[config.mk]
export PLATFORM = sky130hd
export DESIGN_NAME = clk_div_ctrl
export DESIGN_NICKNAME = d
export VERILOG_FILES = /design/src/rtl/clk_div_pkg.sv /design/src/rtl/clk_div_core.sv /design/src/rtl/clk_div_ctrl.sv
export SDC_FILE = /design/constraint.sdc
export NUM_CORES = 1
export LEC_CHECK = 0
export ABC_AREA = 1
export CORE_UTILIZATION = 40
export CTS_CLUSTER_SIZE = 24
export DETAILED_ROUTE_END_ITERATION = 12
export GPL_ROUTABILITY_DRIVEN = 0
export PLACE_DENSITY = 0.56
export SKIP_CTS_REPAIR_TIMING = 1
export SYNTH_ARGS = -nofsm -noshare
export SYNTH_HDL_FRONTEND = slang
export SYNTH_HIERARCHICAL = 1
export SYNTH_SLANG_ARGS = --single-unit
[constraint.sdc]
create_clock -name clk -period 2.5 [get_ports clk]
set_input_delay 0.375 -clock clk [delete_from_list [all_inputs] [get_ports clk]]
set_output_delay 0.375 -clock clk [all_outputs]
set_load 0.05 [all_outputs]
[src/rtl/clk_div_pkg.sv]
// Shared types and constants for the programmable clock divider.
package clk_div_pkg;

  typedef enum logic [1:0] {
    STOP  = 2'd0,
    RUN   = 2'd1,
    DRAIN = 2'd2
  } state_e;

  // Smallest ratio that still yields a real high and low phase.
  localparam int DIV_MIN = 2;

endpackage

[src/rtl/clk_div_core.sv]
// Period generator: cnt/pos on posedge, neg on negedge, clk_out = pos | neg.
// Odd ratios get the extra half-cycle of high time from the negedge register.
// The ratio input is sampled at the wrap edge, so a new ratio always starts
// a fresh period with cnt=0.
module clk_div_core #(
  parameter int CNT_W = 8
) (
  input  logic             clk,
  input  logic             rst,
  input  logic             run,    // RUN or DRAIN: counter advances
  input  logic             start,  // STOP->RUN on this edge
  input  logic             halt,   // at wrap, park in STOP instead of restarting
  input  logic [CNT_W-1:0] div,    // ratio in effect (updated by ctrl at wrap)
  output logic             wrap,
  output logic             clk_out
);

  logic [CNT_W-1:0] cnt;
  logic [CNT_W-1:0] cnt_inc;
  logic [CNT_W-1:0] half;
  logic             pos;
  logic             neg;

  assign half    = div >> 1;
  assign cnt_inc = cnt + 1'b1;
  assign wrap    = run && (cnt == div - 1'b1);
  assign clk_out = pos | neg;

  // Counter and high-phase register; pos is always 1 at cnt=0 because H>=1.
  always_ff @(posedge clk or posedge rst) begin
    if (rst) begin
      cnt <= '0;
      pos <= 1'b0;
    end else if (start) begin
      cnt <= '0;
      pos <= 1'b1;
    end else if (run) begin
      if (wrap) begin
        cnt <= '0;
        pos <= ~halt;
      end else begin
        cnt <= cnt_inc;
        pos <= (cnt_inc < half);
      end
    end else begin
      cnt <= '0;
      pos <= 1'b0;
    end
  end

  // Half-cycle stretch of the high phase, only for odd ratios.
  always_ff @(negedge clk or posedge rst) begin
    if (rst) neg <= 1'b0;
    else     neg <= div[0] & pos;
  end

endmodule

[src/rtl/clk_div_ctrl.sv]
// Glitch-free run-time programmable clock divider controller.
// Start/stop and ratio changes only take effect at output-period boundaries.
// Optional macro CLK_DIV_TICK_EN adds a 'tick' output: a one-clk pulse in the
// cycle where a new output period begins (clock enable for logic on clk).
module clk_div_ctrl
  import clk_div_pkg::*;
#(
  parameter int CNT_W       = 8,
  parameter int DEFAULT_DIV = 3
) (
  input  logic             clk,
  input  logic             rst,
  input  logic             en,
  input  logic             div_req,
  input  logic [CNT_W-1:0] div_val,
  output logic             div_ack,
  output logic             div_err,
  output logic             busy,
  output logic [CNT_W-1:0] cur_div,
  output logic             clk_out
`ifdef CLK_DIV_TICK_EN
  ,
  output logic             tick
`endif
);

  state_e           state;
  logic             pend_vld;
  logic [CNT_W-1:0] pend_div;
  logic             wrap;
  logic             start;
  logic             halt;
  logic             req_take;

  assign busy  = (state != STOP);
  assign start = (state == STOP) && en;
  assign halt  = (state == DRAIN) && !en;

  // A request is only looked at when idle and not right after a response,
  // so a requester still holding div_req during the ack cycle is not re-taken.
  assign req_take = div_req && !pend_vld && !div_ack && !div_err;

  clk_div_core #(
    .CNT_W (CNT_W)
  ) u_core (
    .clk     (clk),
    .rst     (rst),
    .run     (busy),
    .start   (start),
    .halt    (halt),
    .div     (cur_div),
    .wrap    (wrap),
    .clk_out (clk_out)
  );

  // Run/drain FSM, ratio handshake and pending-ratio register.
  always_ff @(posedge clk or posedge rst) begin
    if (rst) begin
      state    <= STOP;
      cur_div  <= CNT_W'(DEFAULT_DIV);
      pend_vld <= 1'b0;
      pend_div <= '0;
      div_ack  <= 1'b0;
      div_err  <= 1'b0;
    end else begin
      div_ack <= 1'b0;
      div_err <= 1'b0;

      case (state)
        STOP:    if (en) state <= RUN;
        RUN:     if (!en) state <= DRAIN;
        DRAIN: begin
          if (en)        state <= RUN;
          else if (wrap) state <= STOP;
        end
        default: state <= STOP;
      endcase

      // Pending ratio lands on the wrap edge, including the DRAIN->STOP edge.
      if (wrap && pend_vld) begin
        cur_div  <= pend_div;
        pend_vld <= 1'b0;
        div_ack  <= 1'b1;
      end else if (req_take) begin
        if (div_val < CNT_W'(DIV_MIN)) begin
          div_err <= 1'b1;
        end else if (state == STOP) begin
          cur_div <= div_val;
          div_ack <= 1'b1;
        end else begin
          pend_vld <= 1'b1;
          pend_div <= div_val;
        end
      end
    end
  end

`ifdef CLK_DIV_TICK_EN
  // Pulse in the cycle after an edge that leaves cnt=0 with the divider active.
  always_ff @(posedge clk or posedge rst) begin
    if (rst) tick <= 1'b0;
    else     tick <= start || (wrap && !halt);
  end
`endif

endmodule

# == After elaboration in Yosys (flattened, before gate mapping) ==
# Index checks and enable logic that the tools add are counted.
# W data, S select, Z words.
# word_totals
ff_bits,31
out_inout_bits,12
# op_classes
n_bitwise,6
order_cmp,2
n_eq_ne,8
reduce_logical,19
add_sub_neg,2
muxes,26
# op_table
cell,count
$mux W8,7
$mux W1,14
$reduce_and A3 Y1,3
$add A8 B1 Y8 const B,1
$eq A8 B8 Y1,1
$lt A8 B2 Y1 const B,1
$lt A8 B7 Y1,1
$mux W2,4
$sub A8 B1 Y8 const B,1
$logic_and A1 B1 Y1,7
$ne A2 B2 Y1 const B,3
$pmux W2 S3,1
$reduce_bool A2 Y1,3
$logic_not A1 Y1,4
$not A1 Y1,4
$reduce_and A4 Y1,1
$ne A3 B3 Y1 const B,1
$eq A2 B1 Y1 const B,1
$eq A2 B2 Y1 const B,1
$logic_not A2 Y1,1
$ne A2 B1 Y1 const B,1
$and A1 B1 Y1,1
$or A1 B1 Y1,1

# == Logic depth before layout (Yosys ltp) ==
# Gate-level depths: netlist (run 1).
# logic_depth
depth_word,6
ltp_mapped,18

# == Hierarchy ==
# Netlist (run 1), hierarchy kept.
# by_module_without_submodules
mod,cells_each,n_inst,area_per_inst_um2,seq_area_each_um2
clk_div_ctrl,122,1,1044.8,528.0
clk_div_core,157,1,969.7,250.2

==> out/qor.txt, run 1 <==
run status = finished, violations left
violations in the final reports = setup timing
switching share of power = 0.270
CTS tree = done
Vert. Die Dim = 73.0 µm
total global routing overflow = 0
DRT Pass-1 Iters = 4
clock root buffer = sky130_fd_sc_hd__clkbuf_8
kind of capture point of the worst setup path = output port
Yosys warning total = 6
maximum fanout count along the critical path = 1
violation count after the first detailed-routing iteration = 58
total setup violations reported at the end of the flow = 1
total cell area at the placement stage = 2330 µm²
Net Count, Synth = 299
largest net degree at the start of global routing = 22
critical path launch point type = flop
final worst hold slack = 0.439 ns
proportion of power drawn by combinational gates = 0.127
final net count = 335
LEAKAGE = 1.35 nW
residual DRC count = 0
final cell count without fillers = 383
share of the core filled with cells in the final layout = 0.518
GR Util All Layers = 0.180
pre-CTS setup slack = 0.119 ns
start-to-end type of the worst setup path = reg2out
Std-Cell Rows = 25
PnR Total Power = 1.05 mW
count of mapped cells out of synthesis = 279
Synth async-reset ratio = 1.00
average instance area after synthesis = 7.22 µm²
register-to-register setup slack = 0.25 ns
Distinct cells, synth = 29
Final Hold Violating Endpoints = 0
Seq/Total Area, Yosys = 0.386
total non-filler cell area in the finished layout = 2480 µm²
dpl cells = 371
via count of the first global-routing pass = 1666
Yosys reg bits = 31
worst min-delay path class = in2async
power per unit of standard cell area = 423 nW/µm²
H-tree lvl count = 2
worst slew pin tran = 0.496 ns
commonest non-fill, non-tap cell in the layout = sky130_fd_sc_hd__nand2_1
clock-pin slew on the worst setup and hold paths = 0.06 ns
DP Wirelength = 3280 µm
TritonCTS buffer count = 5
CP Data Arrival Time = 2.23 ns
worst skew pair latency = 0.28 ns
x dimension of the die = 73.0 µm
Initial Utilization = 0.421
maximum clock insertion buffer count = 2
antenna cell count = 0
Crit path required time = 2.12 ns
post-synthesis instance area = 2010 µm²
number of enable flip-flop cells after synthesis = 0
skew final = 0.00986 ns
launch instance of the worst register-to-register path = cur_div[0]
final critical-path setup slack = -0.107 ns
detailed-route via count = 1739
count of port buffers added during placement = 23
detailed-route wire length = 4150 µm
clock group share of total power = 0.365
I/O Pins = 24
drt wl/cell = 10.8 µm
fin. max-slew vios = 0
depth of the most critical reg-to-reg path = 16
Die Footprint = 5320 µm²
wire length of the first global-routing pass = 7280 µm
most frequent cells in the layout = sky130_fd_sc_hd__nand2_1 (83), sky130_fd_sc_hd__inv_1 (44), sky130_fd_sc_hd__nor2_1 (32), sky130_fd_sc_hd__dfrtp_1 (28)
Sum Neg Setup Slack = -0.107 ns
number of antenna violations at the first check in global routing = 0
Pint = 765 µW
area delta synth->final = 23.0%
flip-flop cell with the highest count after synthesis = sky130_fd_sc_hd__dfrtp_1
fraction of power consumed by sequential logic = 0.508
RSZ-0062 raised after global routing = yes
Routed Antenna Nets = 0
worst max-slew margin expressed relative to the limit = 0.668
worst reg2reg path endpoint = cur_div[5]
VDD IR-drop max = 0.259 mV
sinks on the clock net = 31
Core ar. = 4790 µm²
switching power summed over all nets = 283 µW
Max-cap violations = 0
fraction of final layout cells with drive strength greater than 1 = 0.158
mean number of vias per cell = 4.54
-- sequential cells by signal, indices dropped and copies added (netlist names) --
| register | flops |
|---|---|
| pend_div | 8 |
| cur_div | 8 |
| div_err | 1 |
| u_core/pos | 1 |
| u_core/neg | 1 |
| pend_vld | 1 |
| div_ack | 1 |
| u_core/cnt | 8 |
| state | 2 |
-- power groups by stage --
stage / sequential [mW] / clock [mW] / combinational [mW]
detailed placement: 0.541 / 0 / 0.132
global route: 0.534 / 0.416 / 0.152
finish: 0.532 / 0.382 / 0.133
floorplan: 0.537 / 0 / 0.0871
CTS: 0.532 / 0.404 / 0.133
global placement: 0.542 / 0 / 0.130
-- cell type report --
class	instances	area, µm²
fillers	508	2310
multi-input cells	197	1050
repair buffers	32	304
well taps	67	83.8
inverters	48	180
clock inverters	2	12.5
clock buffers	6	72.6
flip-flops and latches	31	778
-- logic make-up after synthesis --
family	share of synthesized area
xor+xnor	0.0261
flops	0.386
simple gates	0.371
buf+inv	0.105
compound gates	0.0621
fa+ha+maj	0.0497
-- critical path, cell delays in order, from the launching register on --
cell and delay [ns]:
sky130_fd_sc_hd__dfrtn_1 0.32, sky130_fd_sc_hd__or2_4 0.23, sky130_fd_sc_hd__buf_8 0.15
-- how the worst max path moves through the flow --
stage | from | end | slack, ns | depth (start not counted)
global route | u_core/neg | clk_out | -0.13 | 2
global placement | u_core/neg | clk_out | 0.12 | 2
CTS | u_core/neg | clk_out | -0.20 | 2
floorplan | cur_div[0] | cur_div[2] | 0.12 | 17
detailed placement | u_core/neg | clk_out | 0.12 | 2
finish | u_core/neg | clk_out | -0.11 | 2
-- cells in the mapped netlist, types with 3 or more instances --
cell type	n	area [µm²]
sky130_fd_sc_hd__a21oi_1	10	50.1
sky130_fd_sc_hd__nor2_4	3	33.8
sky130_fd_sc_hd__nor2_2	5	31.3
sky130_fd_sc_hd__inv_2	3	11.3
sky130_fd_sc_hd__nand3_1	22	110
sky130_fd_sc_hd__nor2_1	33	124
sky130_fd_sc_hd__dfrtp_1	28	701
sky130_fd_sc_hd__o21ai_2	6	52.6
sky130_fd_sc_hd__nand2_2	6	37.5
sky130_fd_sc_hd__inv_1	45	169
sky130_fd_sc_hd__nand2_1	83	312
sky130_fd_sc_hd__xor2_1	5	43.8
sky130_fd_sc_hd__ha_1	8	100
-- metal layers --
layer,track usage,part of all wire,up-vias
met4,0.0523,0.0070,0
li1,-,-,927
met2,0.280,0.44,29
met3,0.0414,0.039,2
met5,0,0,-
met1,0.249,0.51,781
Power figures use the tool's default switching activity.
==> run 2: changes to the inputs <==
--- a/config.mk
+++ b/config.mk
@@ -6,11 +6,12 @@
 export NUM_CORES = 1
 export LEC_CHECK = 0
 export ABC_AREA = 1
-export CORE_UTILIZATION = 40
+export CORE_UTILIZATION = 48
 export CTS_CLUSTER_SIZE = 24
 export DETAILED_ROUTE_END_ITERATION = 12
+export DONT_BUFFER_PORTS = 1
 export GPL_ROUTABILITY_DRIVEN = 0
-export PLACE_DENSITY = 0.56
+export PLACE_DENSITY = 0.61
 export SKIP_CTS_REPAIR_TIMING = 1
 export SYNTH_ARGS = -nofsm -noshare
 export SYNTH_HDL_FRONTEND = slang
==> constraint.sdc (replaced) <==
create_clock -name clk -period 2.2 [get_ports clk]
set_input_delay 0.33 -clock clk [delete_from_list [all_inputs] [get_ports clk]]
set_output_delay 0.33 -clock clk [all_outputs]
set_load 0.05 [all_outputs]
==> out/qor.txt, run 2 (synthesized netlist as in run 1, its figures left out) <==
run status = finished, violations left
violations in the final reports = setup timing
depth of the critical timing path with buffers and inverters included = 1
total setup violations reported at the end of the flow = 1
via count of the first global-routing pass = 1623
final critical-path setup slack = -0.145 ns
most frequent cells in the layout = sky130_fd_sc_hd__nand2_1 (79), sky130_fd_sc_hd__inv_1 (42), sky130_fd_sc_hd__nor2_1 (31), sky130_fd_sc_hd__dfrtp_1 (28)
dpl cells = 339
area delta synth->final = 22.6%
H-tree lvl count = 2
wire length of the first global-routing pass = 7110 µm
Sum Neg Setup Slack = -0.145 ns
violation count after the first detailed-routing iteration = 79
DRT Pass-1 Iters = 4
launch instance of the worst register-to-register path = cur_div[1]
Die Footprint = 4460 µm²
depth of the most critical reg-to-reg path = 16
sinks on the clock net = 31
maximum single-stage delay on the critical path = 0.32 ns
commonest non-fill, non-tap cell in the layout = sky130_fd_sc_hd__nand2_1
proportion of power drawn by combinational gates = 0.100
Crit path required time = 1.87 ns
RSZ-0062 raised after global routing = yes
wire length on met1 = 2080 µm
sum of met3 wire segment lengths after detailed routing = 203 µm
detailed-route via count = 1722
final net count = 323
register-to-register setup slack = 0.08 ns
switching power summed over all nets = 324 µW
Initial Utilization = 0.500
final cell count without fillers = 354
largest net degree at the start of global routing = 22
maximum fanout count along the critical path = 1
x dimension of the die = 66.8 µm
VDD IR-drop max = 0.357 mV
Pint = 995 µW
fill cell total of the finished layout = 383
Final Hold Violating Endpoints = 0
Vert. Die Dim = 66.8 µm
clock group share of total power = 0.441
clock root buffer = sky130_fd_sc_hd__clkbuf_8
Max-cap violations = 0
kind of capture point of the worst setup path = output port
CP cell instances = or2_4
CP Capture Point = clk_out
DP Wirelength = 3190 µm
clock-pin slew on the worst setup and hold paths = 0.07 ns
mean number of vias per cell = 4.86
residual DRC count = 0
LEAKAGE = 1.32 nW
detailed-route wire length = 4280 µm
fraction of final layout cells with drive strength greater than 1 = 0.253
power per unit of standard cell area = 534 nW/µm²
TritonCTS buffer count = 5
worst skew pair latency = 0.29 ns
fin. max-slew vios = 0
dominant delay contributor by cell family on the critical path = flip-flops
top flop regs = cur_div: 8 flops, pend_div: 8 flops, u_core/cnt: 8 flops
start-to-end type of the worst setup path = reg2out
Core ar. = 4030 µm²
fraction of power consumed by sequential logic = 0.459
critical path launch point type = flop
Routed Antenna Nets = 0
Std-Cell Rows = 23
worst min-delay path class = in2async
critical-path cell with the highest stage delay = sky130_fd_sc_hd__dfrtn_1
switching share of power = 0.246
CTS tree = done
count of port buffers added during placement = 0
worst setup path startpoint = u_core/neg
worst slew pin tran = 0.785 ns
highest routed layer = met4
I/O Pins = 24
CP Data Arrival Time = 2.02 ns
maximum clock insertion buffer count = 2
worst max-slew margin expressed relative to the limit = 0.476
drt wl/cell = 12.1 µm
worst reg2reg path endpoint = cur_div[4]
GR Util All Layers = 0.215
number of antenna violations at the first check in global routing = 0
routed length on met2 = 1960 µm
total global routing overflow = 0
skew final = 0.00871 ns
final worst hold slack = 0.0804 ns
total buffers and inverters traversed by the critical path = 0
antenna cell count = 0
## run 2: per-stage QoR
stage / instance area (µm²) / total power, mW / worst slack [ns] / util
6_report: 2470 / 1.32 / -0.145 / 0.613
5_1_grt: 2470 / 1.38 / -0.162 / 0.613
4_1_cts: 2290 / 1.33 / -0.248 / 0.569
3_5_place_dp: 2170 / 0.739 / 0.0447 / 0.539
3_3_place_gp: 2170 / 0.738 / 0.0634 / 0.539
2_1_floorplan: 2030 / 0.709 / -0.0838 / -
## run 2: worst min-delay path by stage
stage	endpoint	startpoint	depth (start not counted)
finish	state[0]	rst	1
global route	state[1]	en	1
CTS	u_core/pos	rst	2
detailed placement	u_core/pos	rst	2
global placement	u_core/pos	rst	2
floorplan	u_core/cnt[0]	rst	1
## run 2: final cells by class
cell class / count / area [µm²] / area share
multi-input combinational: 199 / 1170 / 0.473
clock buffer: 6 / 82.6 / 0.0334
tap: 50 / 62.6 / 0.0253
inverter: 48 / 185 / 0.0750
sequential: 31 / 778 / 0.315
clock inverter: 2 / 35.0 / 0.0142
timing repair buffer: 18 / 158 / 0.0638
## run 2: layer usage
| layer | global-route usage | vias to the layer above |
|---|---|---|
| met2 | 0.346 | 31 |
| met4 | 0.0745 | 0 |
| met5 | 0 | - |
| met1 | 0.284 | 777 |
| met3 | 0.0445 | 4 |
| li1 | - | 910 |
## run 2: power by group through the flow
stage          combinational (mW)  sequential (mW)  clock (mW)
3_5_place_dp                0.124            0.615           0
6_report                    0.131            0.605       0.582
5_1_grt                     0.153            0.607       0.623
3_3_place_gp                0.124            0.615           0
2_1_floorplan              0.0989            0.610           0
4_1_cts                     0.125            0.604       0.602
